File: src/rtl/seq_det_param.sv
// Parametrised serial sequence detector: masked pattern compare over a shifting
// history, selectable overlap mode, one-cycle match pulse and saturating match count.
module seq_det_param #(
    parameter int              PAT_W    = 5,
    parameter int              CNT_W    = 8,
    parameter logic [PAT_W-1:0] PAT_RST  = 5'b10110,
    parameter logic [PAT_W-1:0] MASK_RST = '1,
    parameter logic            OVL_RST  = 1'b1,
    localparam int             FILL_W   = $clog2(PAT_W + 1)
) (
    input  logic              clk,
    input  logic              rst_n,
    input  logic              bit_vld,
    input  logic              seq_bit,
    input  logic              cfg_we,
    input  logic [PAT_W-1:0]  cfg_pat,
    input  logic [PAT_W-1:0]  cfg_mask,
    input  logic              cfg_ovl,
    input  logic              clr_cnt,
    output logic              match,
    output logic [CNT_W-1:0]  match_cnt,
    output logic [FILL_W-1:0] fill
);

    localparam logic [FILL_W-1:0] FILL_MAX = FILL_W'(PAT_W);
    localparam logic [CNT_W-1:0]  CNT_MAX  = '1;

    function automatic logic [CNT_W-1:0] sat_inc(input logic [CNT_W-1:0] v);
        return (v == CNT_MAX) ? v : v + 1'b1;
    endfunction

    logic [PAT_W-1:0]  hist_q, hist_d;
    logic [FILL_W-1:0] fill_q, fill_d;
    logic [PAT_W-1:0]  pat_q, pat_d;
    logic [PAT_W-1:0]  mask_q, mask_d;
    logic              ovl_q, ovl_d;
    logic              match_q, match_d;
    logic [CNT_W-1:0]  cnt_q, cnt_d;

    logic [PAT_W-1:0]  hist_shift;
    logic [FILL_W-1:0] fill_inc;
    logic              hit;

    assign hist_shift = {hist_q[PAT_W-2:0], seq_bit};
    assign fill_inc   = (fill_q == FILL_MAX) ? FILL_MAX : fill_q + 1'b1;
    // Qualified by bit_vld and not cfg_we: a config write discards the bit.
    assign hit        = bit_vld && !cfg_we && (fill_inc == FILL_MAX)
                        && (((hist_shift ^ pat_q) & mask_q) == '0);

    always_comb begin
        hist_d  = hist_q;
        fill_d  = fill_q;
        pat_d   = pat_q;
        mask_d  = mask_q;
        ovl_d   = ovl_q;
        match_d = 1'b0;
        cnt_d   = cnt_q;

        if (cfg_we) begin
            pat_d  = cfg_pat;
            mask_d = cfg_mask;
            ovl_d  = cfg_ovl;
            hist_d = '0;
            fill_d = '0;
        end else if (bit_vld) begin
            match_d = hit;
            if (hit && !ovl_q) begin
                hist_d = '0;
                fill_d = '0;
            end else begin
                hist_d = hist_shift;
                fill_d = fill_inc;
            end
        end

        if (clr_cnt) begin
            cnt_d = hit ? CNT_W'(1) : '0;
        end else if (hit) begin
            cnt_d = sat_inc(cnt_q);
        end
    end

    always_ff @(posedge clk or negedge rst_n) begin
        if (!rst_n) begin
            hist_q  <= '0;
            fill_q  <= '0;
            pat_q   <= PAT_RST;
            mask_q  <= MASK_RST;
            ovl_q   <= OVL_RST;
            match_q <= 1'b0;
            cnt_q   <= '0;
        end else begin
            hist_q  <= hist_d;
            fill_q  <= fill_d;
            pat_q   <= pat_d;
            mask_q  <= mask_d;
            ovl_q   <= ovl_d;
            match_q <= match_d;
            cnt_q   <= cnt_d;
        end
    end

    assign match     = match_q;
    assign match_cnt = cnt_q;
    assign fill      = fill_q;

endmodule
File: config.mk
export PLATFORM = sky130hd
export DESIGN_NAME = seq_det_param
export DESIGN_NICKNAME = d
export VERILOG_FILES = /design/src/rtl/seq_det_param.sv
export SDC_FILE = /design/constraint.sdc
export NUM_CORES = 1
export LEC_CHECK = 0
export CAP_MARGIN = 0
export CORE_UTILIZATION = 30
export DETAILED_ROUTE_END_ITERATION = 16
export PLACE_DENSITY = 0.5
export SETUP_SLACK_MARGIN = 0.5
export SYNTH_ARGS = -nofsm -noshare
export SYNTH_HDL_FRONTEND = slang
export SYNTH_SLANG_ARGS = --single-unit
File: constraint.sdc
create_clock -name clk -period 3.6 [get_ports clk]
set_input_delay 0.72 -clock clk [delete_from_list [all_inputs] [get_ports clk]]
set_output_delay 0.72 -clock clk [all_outputs]
set_load 0.02 [all_outputs]
# ---- Yosys cells after proc, flatten, opt, wreduce, memory -nomap -nowiden
# Index checks and enable logic that the tools add are counted.
dict set report word_totals {
  reg_bits 27
  inputBits 17
  word_cells 38
  output_inout_bits 12
}
dict set report op_classes {
  bitwise_logic 2
  n_eq_ne 4
  n_mux 13
  n_reduce_logical 10
  add_sub_neg 2
}
# cell n
set op_table {}
lappend op_table {{$mux W8} 3}
lappend op_table {{$mux W3} 4}
lappend op_table {{$mux W4} 3}
lappend op_table {{$add A8 B1 Y8 const B} 1}
lappend op_table {{$eq A8 B8 Y1 const B} 1}
lappend op_table {{$eq A3 B3 Y1 const B} 2}
lappend op_table {{$and A5 B5 Y5} 1}
lappend op_table {{$logic_not A5 Y1} 1}
lappend op_table {{$xor A5 B5 Y5} 1}
lappend op_table {{$logic_and A1 B1 Y1} 4}
lappend op_table {{$reduce_bool A2 Y1} 2}
lappend op_table {{$add A3 B1 Y3 const B} 1}
lappend op_table {{$mux W1} 3}
lappend op_table {{$logic_not A1 Y1} 2}
lappend op_table {{$ne A2 B2 Y1 const B} 1}
lappend op_table {{$reduce_and A2 Y1} 1}

# ---- Logic depth before layout (Yosys ltp)
# Gate-level depths: netlist of run 1.
dict set report depth {
  word_depth 9
  depth_mapped 7
  depth_no_buf 6
}

# ---- Worst setup path before layout of run 1
# No wires, ideal clock.
dict set report synth_timing {
  path_type {input -> register}
  start {input port seq_bit}
  end {register cnt_q[2] (netlist: match_cnt[2])}
  setup_slack_ps 1594
  path_buffers 1
  stages 6
  setup_time_ps 77
  arrival_time_ps 1929
  path_cell_list {xor2_1 a22oi_2 nand4_2 buf_6 or4_1 a21oi_1}
}
dict set report synth_between {
  elab_chain_cells 6
}
# item line_no
set synth_rtl {}
lappend synth_rtl {{start: declaration} 14} ;# input logic seq_bit,
lappend synth_rtl {{$xor A5 B5 Y5} 48} ;# && (((hist_shift ^ pat_q) & mask_q) == '0);
lappend synth_rtl {{$and A5 B5 Y5} 48}
lappend synth_rtl {{$logic_not A5 Y1} 48}
lappend synth_rtl {{$logic_and A1 B1 Y1} 48}
lappend synth_rtl {{$reduce_bool A2 Y1 (no line)} n/a}
lappend synth_rtl {{$reduce_and A2 Y1 (no line)} n/a}
lappend synth_rtl {{end signal: assignment} 99} ;# cnt_q <= cnt_d;
lappend synth_rtl {{end: declaration} 38} ;# logic [CNT_W-1:0] cnt_q, cnt_d;
# Every way passes these cells.
# A chain may end at the register's enable or synchronous reset.

# ---- Final worst setup path of run 1
dict set report layout_timing {
  start {input port seq_bit}
  end {register cnt_q[7] (netlist: match_cnt[7])}
}
# Same word-level chain as after synthesis.

==> summary.txt, run 1 <==
Clock buffer count from CTS = 3
Accumulated negative setup slack = 0 ps
Highest attainable clock frequency = 419 MHz
Number of warnings reported in the yosys synthesis log = 0
Largest net degree at the start of global routing = 28
Routed WL per cell = 14.3 um
Number of setup violations in the final report = 0
Clk Tree Root Cell = sky130_fd_sc_hd__clkbuf_8
Leakage power = 0.671 nW
Time the final worst path needs with I/O delays and setup = 2390 ps
Maximum buffer depth of the clock tree = 2
CP delay by family, top = simple AND/OR/NAND/NOR gates
Number of distinct library cells after synthesis = 30
Net load switching power = 0.154 mW
Series of cell instances along the critical path = clkdlybuf4s50_1, xor2_1, a22oi_2, nand4_2, or4_1, a21oi_1
Detailed-routing iteration count for the pre-antenna-repair pass = 4
Layout overhead on the synthesized area = 27.6%
Run status = completed
Detailed Route WL = 2720 um
CTS-repair resized insts = 0
Count of filler cells inserted in the layout = 401
Number of synthesized register bits = 27
Total internal power = 0.466 mW
DRC violation count after routing = 0
Slowest cell delay on critical path = 590 ps
Final worst slack = 1210 ps
Required time worst endpoint = 3800 ps
Sort of element at the start of the critical path = primary input
Die area = 4640 um^2
Cell type of the slowest stage on the worst timing path = sky130_fd_sc_hd__or4_1
Detailed router's first-iteration violation count = 27
Maximum fanout along the worst path = 14
Die height = 68.1 um
Hold violation count in the final report = 0
Layout Utilization = 0.410
WHS = 517 ps
FF-to-FF End = match_cnt[7]$_DFFE_PN0P_
Slew @ Worst Pin = 510 ps
Sequential Area = 687 um^2
Total track usage = 0.135
Placeable Area = 4090 um^2
Number of nets in the layout = 159
Initial antenna violation count = 0
Startpoint of the worst-slack reg-to-reg timing path = pat_q[1]$_DFFE_PN1P_
Cells after synthesis = 111
Crit path DAT = 2590 ps
RSZ-0062 raised after global routing = false
Number of placement rows = 23
CTS Sinks = 27
Critical path endpoint category = register
Hold-fix buffers, CTS = 0
Start point of the critical path = seq_bit
Final worst-path cycle share = 0.663
Number of antenna-violating nets in the routed design = 0
Worst path depth = 6
R2R depth = 5
Vias after detailed routing = 970
Worst hold path class = reg -> reg
Via count of the first global-routing pass = 1000
Worst max-slew margin expressed relative to the limit = 0.656
Number of cells after detailed placement = 186
Ys flop type = sky130_fd_sc_hd__dfrtp_1
Estimated wirelength of the detail-placed design = 2010 um
Clock slew at the register clock pins of the worst setup and hold paths = 90 ps
Clock latency of the later-clocked register in the worst-skew pair = 270 ps
Worst clock skew = 5.75 ps
Power density over cell area = 370 nW/um^2
Clock tree from TritonCTS = done
Post-DR vias/cell = 5.11
Part of the total power dissipated in sequential elements = 0.564
Endpoint of the most critical setup path = match_cnt[7]$_DFFE_PN0P_
Largest voltage drop on the vdd net = 0.133 mV
Max-slew violation total from the final report = 0
IO Count = 29
Combinational cell fraction of total power = 0.159
Number of enable-type register cells in the synthesized netlist = 0
Proportion of power drawn by the clock network = 0.276
Port buffer count = 28
Sequential element share of the synthesized area = 0.523
First-pass GRT wire length = 4560 um
Starting Density = 0.321
Area of the mapped netlist = 1310 um^2
Total setup buffers inserted after CTS = 0
Syn nets = 129
CTS HTree Levels = 1
Worst path bufs/invs = 1
Highest-count cells in the layout ignoring fill and taps = sky130_fd_sc_hd__clkdlybuf4s50_1 (28), sky130_fd_sc_hd__dfrtp_1 (18), sky130_fd_sc_hd__mux2_2 (10)
Maxcap violations = 0
Die Wd = 68.1 um
Area occupied by multi-input gates = 573 um^2
Average cell area after synthesis = 11.8 um^2
Path type of the worst setup path = in -> reg
Sw Ratio = 0.249
Internal reg-to-reg setup slack = 1560 ps
Worst-case setup slack after placement = 935 ps
Leftover overflow at the end of global routing = 0
Final standard cell count with taps included and fillers excluded = 190
Async set-reset flop share out of synthesis = 1.00
Routability cong. = 0.765
Commonest non-fill, non-tap cell in the layout = sky130_fd_sc_hd__clkdlybuf4s50_1
Ant. Diodes = 0
Proportion of layout cells with a drive suffix above 1 = 0.214
## power groups by stage
stage / sequential [mW] / combinational (mW) / clock (mW)
final: 0.350 / 0.0988 / 0.171
after global routing: 0.353 / 0.108 / 0.188
after CTS: 0.350 / 0.101 / 0.181
after detailed placement: 0.356 / 0.101 / 0
after global placement: 0.355 / 0.0995 / 0
after floorplan: 0.359 / 0.0469 / 0
## per-stage QoR
stage	power, mW	instance area (um^2)
after floorplan	0.406	1310
after global placement	0.454	1630
after detailed placement	0.457	1630
after CTS	0.632	1670
after global routing	0.650	1670
final	0.620	1670
## how the worst min path moves through the flow
stage / from / to / slack (ps) / cells after the start
floorplan: rst_n / fill[0]$_DFFE_PN0P_ / 420 / 0
global placement: ovl_q$_DFFE_PN1P_ / ovl_q$_DFFE_PN1P_ / 500 / 2
detailed placement: ovl_q$_DFFE_PN1P_ / ovl_q$_DFFE_PN1P_ / 500 / 2
CTS: ovl_q$_DFFE_PN1P_ / ovl_q$_DFFE_PN1P_ / 520 / 2
global route: ovl_q$_DFFE_PN1P_ / ovl_q$_DFFE_PN1P_ / 550 / 2
finish: ovl_q$_DFFE_PN1P_ / ovl_q$_DFFE_PN1P_ / 520 / 2
## cell families (layout without fill, tap and decap cells)
logic type	Yosys count	in the layout	share of synthesized area
XOR/XNOR	5	5	0.0334
AO/OA/AOI/OAI	29	29	0.162
flip-flops	27	27	0.523
adder cells (fa/ha/maj)	1	1	0.00953
buffers and inverters	8	37	0.0400
AND/OR/NAND/NOR	31	31	0.146
multiplexers	10	10	0.0858
## worst min-delay path: stages (launching register included)
cell	delay [ps]
sky130_fd_sc_hd__dfstp_2	380
sky130_fd_sc_hd__inv_1	70
sky130_fd_sc_hd__o21ai_0	70
## Yosys cell counts, types with 2 or more instances
cell                       count  area (um^2)
sky130_fd_sc_hd__mux2_2       10          113
sky130_fd_sc_hd__o21ai_0       5         25.0
sky130_fd_sc_hd__nand3b_1      2         15.0
sky130_fd_sc_hd__nor2b_1       4         25.0
sky130_fd_sc_hd__buf_6         2         22.5
sky130_fd_sc_hd__dfrtp_1      18          450
sky130_fd_sc_hd__xor2_1        5         43.8
sky130_fd_sc_hd__o31ai_1       5         37.5
sky130_fd_sc_hd__nand2b_1      2         12.5
sky130_fd_sc_hd__a21oi_1       7         35.0
sky130_fd_sc_hd__a22oi_2       2         25.0
sky130_fd_sc_hd__nor3b_1       2         15.0
sky130_fd_sc_hd__nand2_1       4         15.0
sky130_fd_sc_hd__dfstp_2       9          236
sky130_fd_sc_hd__buf_4         2         15.0
sky130_fd_sc_hd__inv_1         3         11.3
sky130_fd_sc_hd__nand3_1       6         30.0
sky130_fd_sc_hd__a22o_1        3         26.3
sky130_fd_sc_hd__a22o_2        2         20.0
sky130_fd_sc_hd__or4_1         5         37.5
sky130_fd_sc_hd__and3_1        4         25.0
## registers in the layout, indices dropped and copies added (netlist names)
name / cells
pat_q: 5
fill: 3
hist_q: 4
ovl_q: 1
match_cnt: 8
match: 1
mask_q: 5
## layer usage
metal  vias up  wire (um)  GRT usage
li1        472          -          -
met1       473       1280      0.172
met2        21       1290      0.223
met3         4        114     0.0200
met4         0         38     0.0625
met5         -          0          0
## final cells by class
cell class	count	area share
clock buffer	4	0.0269
tap	50	0.0374
inverter	3	0.00673
multi-input combinational	76	0.342
timing repair buffer	30	0.176
sequential	27	0.410
(Power assumes the default switching activity.)
==> run 2: changes to the inputs <==
- clock period: 3.6 -> 2.4 ns (I/O delays scaled with it)
==> run 2 against run 1 <==
Against the previous run: clock-buffer cell count did not move; critical path depth fell by 5; sequential power rose by 50%; largest cell class unchanged; highest routed layer unchanged; hold slack improved by 24 ps; clock power rose by 53%; first-iteration DRC count fell by 37%; wire length rose by 8.3%; via count rose by 5.5%; sequential share of layout area fell by 2.4 points; sequential cell count did not move; die area did not move.
==> summary.txt, run 2 (same netlist as run 1, synthesis figures left out) <==
Run status = completed
Clk Tree Root Cell = sky130_fd_sc_hd__clkbuf_8
CP delay by family, top = buffers and inverters
Vias after detailed routing = 1023 (+5.5%)
Critical path endpoint category = output port
CTS HTree Levels = 1 (unchanged)
Hold violation count in the final report = 0 (unchanged)
Slew @ Worst Pin = 374 ps (-135 ps)
Max-slew violation total from the final report = 0 (unchanged)
Leakage power = 0.712 nW (+6.0%)
Hold-fix buffers, CTS = 0 (unchanged)
Detailed-routing iteration count for the pre-antenna-repair pass = 4 (unchanged)
Detailed Route WL = 2950 um (+8.3%)
Sort of element at the start of the critical path = register
Post-DR vias/cell = 5.14 (+0.69%)
Layout Utilization = 0.436 (+0.0266)
Layout overhead on the synthesized area = 35.8%
DRC violation count after routing = 0 (unchanged)
Internal reg-to-reg setup slack = 580 ps (-980 ps)
Clock latency of the later-clocked register in the worst-skew pair = 270 ps (about the same)
Maximum buffer depth of the clock tree = 2 (unchanged)
Die height = 68.1 um (unchanged)
Initial antenna violation count = 0 (unchanged)
Clock buffer count from CTS = 3 (unchanged)
Number of antenna-violating nets in the routed design = 0 (unchanged)
Port buffer count = 28 (unchanged)
Power density over cell area = 538 nW/um^2 (+45%)
Largest net degree at the start of global routing = 28 (unchanged)
Routability cong. = 0.777 (+1.6%)
Hold Path Depth = 2 (unchanged)
Path type of the worst setup path = reg -> out
Highest attainable clock frequency = 543 MHz
R2R depth = 5 (unchanged)
Commonest non-fill, non-tap cell in the layout = sky130_fd_sc_hd__clkdlybuf4s50_1
Worst max-slew margin expressed relative to the limit = 0.750 (+0.0938)
Detailed router's first-iteration violation count = 17 (-37%)
Startpoint of the worst-slack reg-to-reg timing path = pat_q[1]$_DFFE_PN1P_
Highest-count cells in the layout ignoring fill and taps = sky130_fd_sc_hd__clkdlybuf4s50_1 (27), sky130_fd_sc_hd__dfrtp_1 (17), sky130_fd_sc_hd__buf_4 (11)
Accumulated negative setup slack = 0 ps (unchanged)
Worst path bufs/invs = 1 (unchanged)
Die area = 4640 um^2 (unchanged)
Count of filler cells inserted in the layout = 404 (+0.75%)
Worst hold path class = reg -> reg
Required time worst endpoint = 1920 ps (-1880 ps)
Final worst-path cycle share = 0.767
RSZ-0062 raised after global routing = true
Maxcap violations = 0 (unchanged)
Clock tree from TritonCTS = done
Estimated wirelength of the detail-placed design = 2010 um (+0.27%)
Largest voltage drop on the vdd net = 0.271 mV (+100%)
Ant. Diodes = 0 (unchanged)
Worst-case setup slack after placement = 40.7 ps (-894 ps)
Number of nets in the layout = 168 (+5.7%)
IO Count = 29 (unchanged)
CTS Sinks = 27 (unchanged)
Final worst slack = 560 ps (-652 ps)
Start point of the critical path = match_cnt[7]$_DFFE_PN0P_
Series of cell instances along the critical path = clkdlybuf4s50_1
Number of setup violations in the final report = 0 (unchanged)
Cell type of the slowest stage on the worst timing path = sky130_fd_sc_hd__clkdlybuf4s50_1
Via count of the first global-routing pass = 987 (-1.3%)
Flip-flop count of the largest register after layout = 8 (unchanged)
Time the final worst path needs with I/O delays and setup = 1840 ps
Routed WL per cell = 14.8 um (+3.4%)
Placeable Area = 4090 um^2 (unchanged)
Proportion of layout cells with a drive suffix above 1 = 0.309 (+0.0944)
Slowest cell delay on critical path = 640 ps (+50 ps)
Maximum fanout along the worst path = 5 (-9)
Number of placement rows = 23 (unchanged)
Die Wd = 68.1 um (unchanged)
Leftover overflow at the end of global routing = 0 (unchanged)
Crit path DAT = 1360 ps (-1230 ps)
Worst clock skew = 1.86 ps (-3.89 ps)
Worst path depth = 1 (-5)
Power consumption = 0.960 mW (+55%)
Clock slew at the register clock pins of the worst setup and hold paths = 90 ps (about the same)
Starting Density = 0.321 (unchanged)
Hold path start = ovl_q$_DFFE_PN1P_
First-pass GRT wire length = 4780 um (+4.8%)
Total track usage = 0.142 (+0.00725)
-- run 2: worst paths after layout --
| path | endpoint |
|---|---|
| worst min register to register | ovl_q$_DFFE_PN1P_ |
| max in group asynchronous | mask_q[0]$_DFFE_PN1P_ |
| min in group asynchronous | match_cnt[1]$_DFFE_PN0P_ |
| worst max register to register | match_cnt[7]$_DFFE_PN0P_ |
| worst min-delay path | ovl_q$_DFFE_PN1P_ |
| worst max-delay path | match_cnt[7] |
-- run 2: area by class of cell --
cell class | instances | area [um^2] | share of cell area
inverters | 3 | 11.3 | 0.00632
multi-input cells | 76 | 614 | 0.345
flip-flops and latches | 27 | 688 | 0.386
well taps | 50 | 62.6 | 0.0351
clock buffers | 4 | 45.0 | 0.0253
repair buffers | 39 | 362 | 0.203
-- run 2: timing repair --
action / CTS / global route
pin swaps: 5 / 2
gates resized for setup: 6 / 5
setup buffers: 3 / 3
setup endpoints to repair: 8 / 7
-- run 2: power breakdown --
group,switching [mW],leakage [nW],internal (mW)
Clock,0.143,0.0228,0.119
Combinational,0.0758,0.352,0.0970
Sequential,0.0286,0.337,0.497
Total,0.247,0.712,0.713
-- run 2: metal layers --
metal,track usage,vias up,share of wire
met5,0,-,0
met4,0.0547,0,0.014
met3,0.0267,4,0.047
met2,0.223,29,0.47
met1,0.192,499,0.47
li1,-,491,-
-- run 2: through the flow --
step | hold WS, ps | instances | area, um^2
2_1_floorplan | 184 | 111 | 1310
6_report | 541 | 199 | 1780
4_1_cts | 524 | 196 | 1740
3_3_place_gp | 504 | 189 | 1650
5_1_grt | 562 | 199 | 1780
3_5_place_dp | 509 | 189 | 1650
==> run 3: changes to the inputs <==
- PLACE_DENSITY: 0.5 -> 0.52
- clock period: 2.4 -> 1.55 ns (I/O delays scaled with it)
==> run 3 against run 2 <==
Against the previous run: the flow now finishes with violations (negative setup slack); largest cell class unchanged; sequential share of layout area shrank 6.3 points; final area is 20% higher; sequential power grew 53%; register-to-register slack worse by 830 ps; clock power up 53%; hold slack got worse by 150 ps; core utilization grew 8.9 points.
==> summary.txt, run 3 (same netlist as run 1, synthesis figures left out) <==
Final worst-path cycle share = 1.16
Clock slew at the register clock pins of the worst setup and hold paths = 90 ps (about the same)
Worst clock skew = 4.84 ps (+2.98 ps)
Max-slew violation total from the final report = 0 (unchanged)
Maxcap violations = 0 (unchanged)
Clock latency of the later-clocked register in the worst-skew pair = 270 ps (about the same)
Clock tree from TritonCTS = done
FF-to-FF End = match_cnt[4]$_DFFE_PN0P_
Commonest non-fill, non-tap cell in the layout = sky130_fd_sc_hd__buf_6
IO Count = 29 (unchanged)
Routed WL per cell = 14.9 um (+0.27%)
Path type of the worst setup path = reg -> reg
Final worst slack = -253 ps (-813 ps)
Vias after detailed routing = 1161 (+13%)
First-pass GRT wire length = 5220 um (+9.1%)
Accumulated negative setup slack = -2900 ps (-2900 ps)
Number of setup violations in the final report = 16 (+16)
Number of antenna-violating nets in the routed design = 0 (unchanged)
Internal reg-to-reg setup slack = -250 ps (-830 ps)
Flip-flop count of the largest register after layout = 8 (unchanged)
Startpoint of the worst-slack reg-to-reg timing path = pat_q[2]$_DFFE_PN1P_
Run status = finished with violations
Slew @ Worst Pin = 390 ps (+15.2 ps)
CTS HTree Levels = 1 (unchanged)
Number of cells after detailed placement = 213 (+13%)
Highest-count cells in the layout ignoring fill and taps = sky130_fd_sc_hd__buf_6 (26), sky130_fd_sc_hd__buf_4 (24), sky130_fd_sc_hd__clkdlybuf4s50_1 (15)
Worst max-slew margin expressed relative to the limit = 0.739 (-0.0103)
Highest attainable clock frequency = 555 MHz
Power density over cell area = 733 nW/um^2 (+36%)
Largest net degree at the start of global routing = 28 (unchanged)
Final standard cell count with taps included and fillers excluded = 227 (+14%)
Initial antenna violation count = 0 (unchanged)
Maximum buffer depth of the clock tree = 2 (unchanged)
Required time worst endpoint = 1760 ps (-160 ps)
Detailed router's first-iteration violation count = 16 (-1)
Worst hold path class = in -> async
Starting Density = 0.321 (unchanged)
Detailed Route WL = 3370 um (+14%)
Routability cong. = 0.750 (-3.5%)
Met3 routing resource usage after global routing = 0.0300 (+0.00333)
Largest voltage drop on the vdd net = 0.575 mV (+110%)
Layout overhead on the synthesized area = 63.7%
Die height = 68.1 um (unchanged)
Hold violation count in the final report = 0 (unchanged)
Maximum fanout along the worst path = 7 (+2)
Met2 routing resource usage after global routing = 0.271 (+0.0478)
Number of placement rows = 23 (unchanged)
DRC violation count after routing = 0 (unchanged)
Worst-case setup slack after placement = -548 ps (-589 ps)
Number of nets in the layout = 196 (+17%)
Time the final worst path needs with I/O delays and setup = 1800 ps
CTS Sinks = 27 (unchanged)
Proportion of layout cells with a drive suffix above 1 = 0.571 (+0.262)
Via count of the first global-routing pass = 1167 (+18%)
Clock buffer count from CTS = 3 (unchanged)
Detailed-routing iteration count for the pre-antenna-repair pass = 4 (unchanged)
Total track usage = 0.156 (+0.0134)
Die area = 4640 um^2 (unchanged)
Die Wd = 68.1 um (unchanged)
Met1 routing resource usage after global routing = 0.182 (-0.0102)
Ant. Diodes = 0 (unchanged)
Placeable Area = 4090 um^2 (unchanged)
RSZ-0062 raised after global routing = true
Post-DR vias/cell = 5.11 (-0.51%)
Leakage power = 0.910 nW (+28%)
R2R depth = 5 (unchanged)
Crit path DAT = 2010 ps (+650 ps)
Port buffer count = 28 (unchanged)
Critical path endpoint category = register
Most used routing layer in global routing = met2
Violations in the final reports = negative setup slack
Clk Tree Root Cell = sky130_fd_sc_hd__clkbuf_8
Leftover overflow at the end of global routing = 0 (unchanged)
Estimated wirelength of the detail-placed design = 2230 um (+11%)
Sort of element at the start of the critical path = register
## run 3: cell count changes in the layout (fill, tap and decap cells not counted), moves of 3 or more
cell and delta:
sky130_fd_sc_hd__clkdlybuf4s50_1 -12, sky130_fd_sc_hd__dfrtp_2 +4, sky130_fd_sc_hd__buf_4 +13, sky130_fd_sc_hd__buf_6 +26
sky130_fd_sc_hd__a21oi_2 +3, sky130_fd_sc_hd__o31ai_1 -3, sky130_fd_sc_hd__dfrtp_1 -4
## run 3: area by class of cell
class / instances / area, um^2
multi-input combinational: 76 / 682
sequential: 27 / 693
clock buffer: 4 / 45.0
timing repair buffer: 67 / 652
tap: 50 / 62.6
fill: 373 / 1940
inverter: 3 / 13.8
## run 3: worst max-delay path by stage
stage	start	end	slack, ps	cells past startpoint
floorplan	pat_q[2]$_DFFE_PN1P_	match_cnt[2]$_DFFE_PN0P_	-200	6
global placement	seq_bit	match_cnt[7]$_DFFE_PN0P_	-460	6
detailed placement	seq_bit	match_cnt[4]$_DFFE_PN0P_	-550	6
CTS	pat_q[2]$_DFFE_PN1P_	match_cnt[4]$_DFFE_PN0P_	-270	5
global route	pat_q[2]$_DFFE_PN1P_	match_cnt[4]$_DFFE_PN0P_	-350	5
finish	pat_q[2]$_DFFE_PN1P_	match_cnt[4]$_DFFE_PN0P_	-250	5
## run 3: stage by stage
| stage | utilization | total power [mW] | hold slack, ps | instance area (um^2) |
|---|---|---|---|---|
| after floorplan | - | 0.958 | 14.4 | 1350 |
| after global placement | 0.459 | 1.12 | 487 | 1880 |
| after detailed placement | 0.459 | 1.12 | 498 | 1880 |
| after CTS | 0.507 | 1.58 | 392 | 2070 |
| after global routing | 0.526 | 1.65 | 406 | 2150 |
| final | 0.526 | 1.58 | 394 | 2150 |
## run 3: what timing repair did
item / CTS / global route
hold buffers: 0 / 0
gates resized for setup: 96 / 10
endpoints found under the setup margin: 38 / 28
endpoints found under the hold margin: 0 / 0
buffers inserted: 7 / 3
pin swaps: 10 / 4
## run 3: critical path, stage by stage, from the launching register on
cell and delay [ps]:
sky130_fd_sc_hd__dfstp_2 550, sky130_fd_sc_hd__xor2_1 80, sky130_fd_sc_hd__a22oi_2 250, sky130_fd_sc_hd__nand4_4 170
sky130_fd_sc_hd__or4_4 550, sky130_fd_sc_hd__a21oi_2 150
## run 3: report_power, final
part / switching (mW) / leakage (nW) / internal [mW]
Combinational: 0.151 / 0.557 / 0.218
Clock: 0.217 / 0.0228 / 0.184
Sequential: 0.0337 / 0.330 / 0.771
Total: 0.402 / 0.910 / 1.17
## run 3: routing by layer
metal | up-vias | wire [um] | part of all wire
met4 | 0 | 68 | 0.020
li1 | 551 | - | -
met5 | - | 0 | 0
met3 | 7 | 148 | 0.044
met1 | 576 | 1380 | 0.41
met2 | 27 | 1780 | 0.53
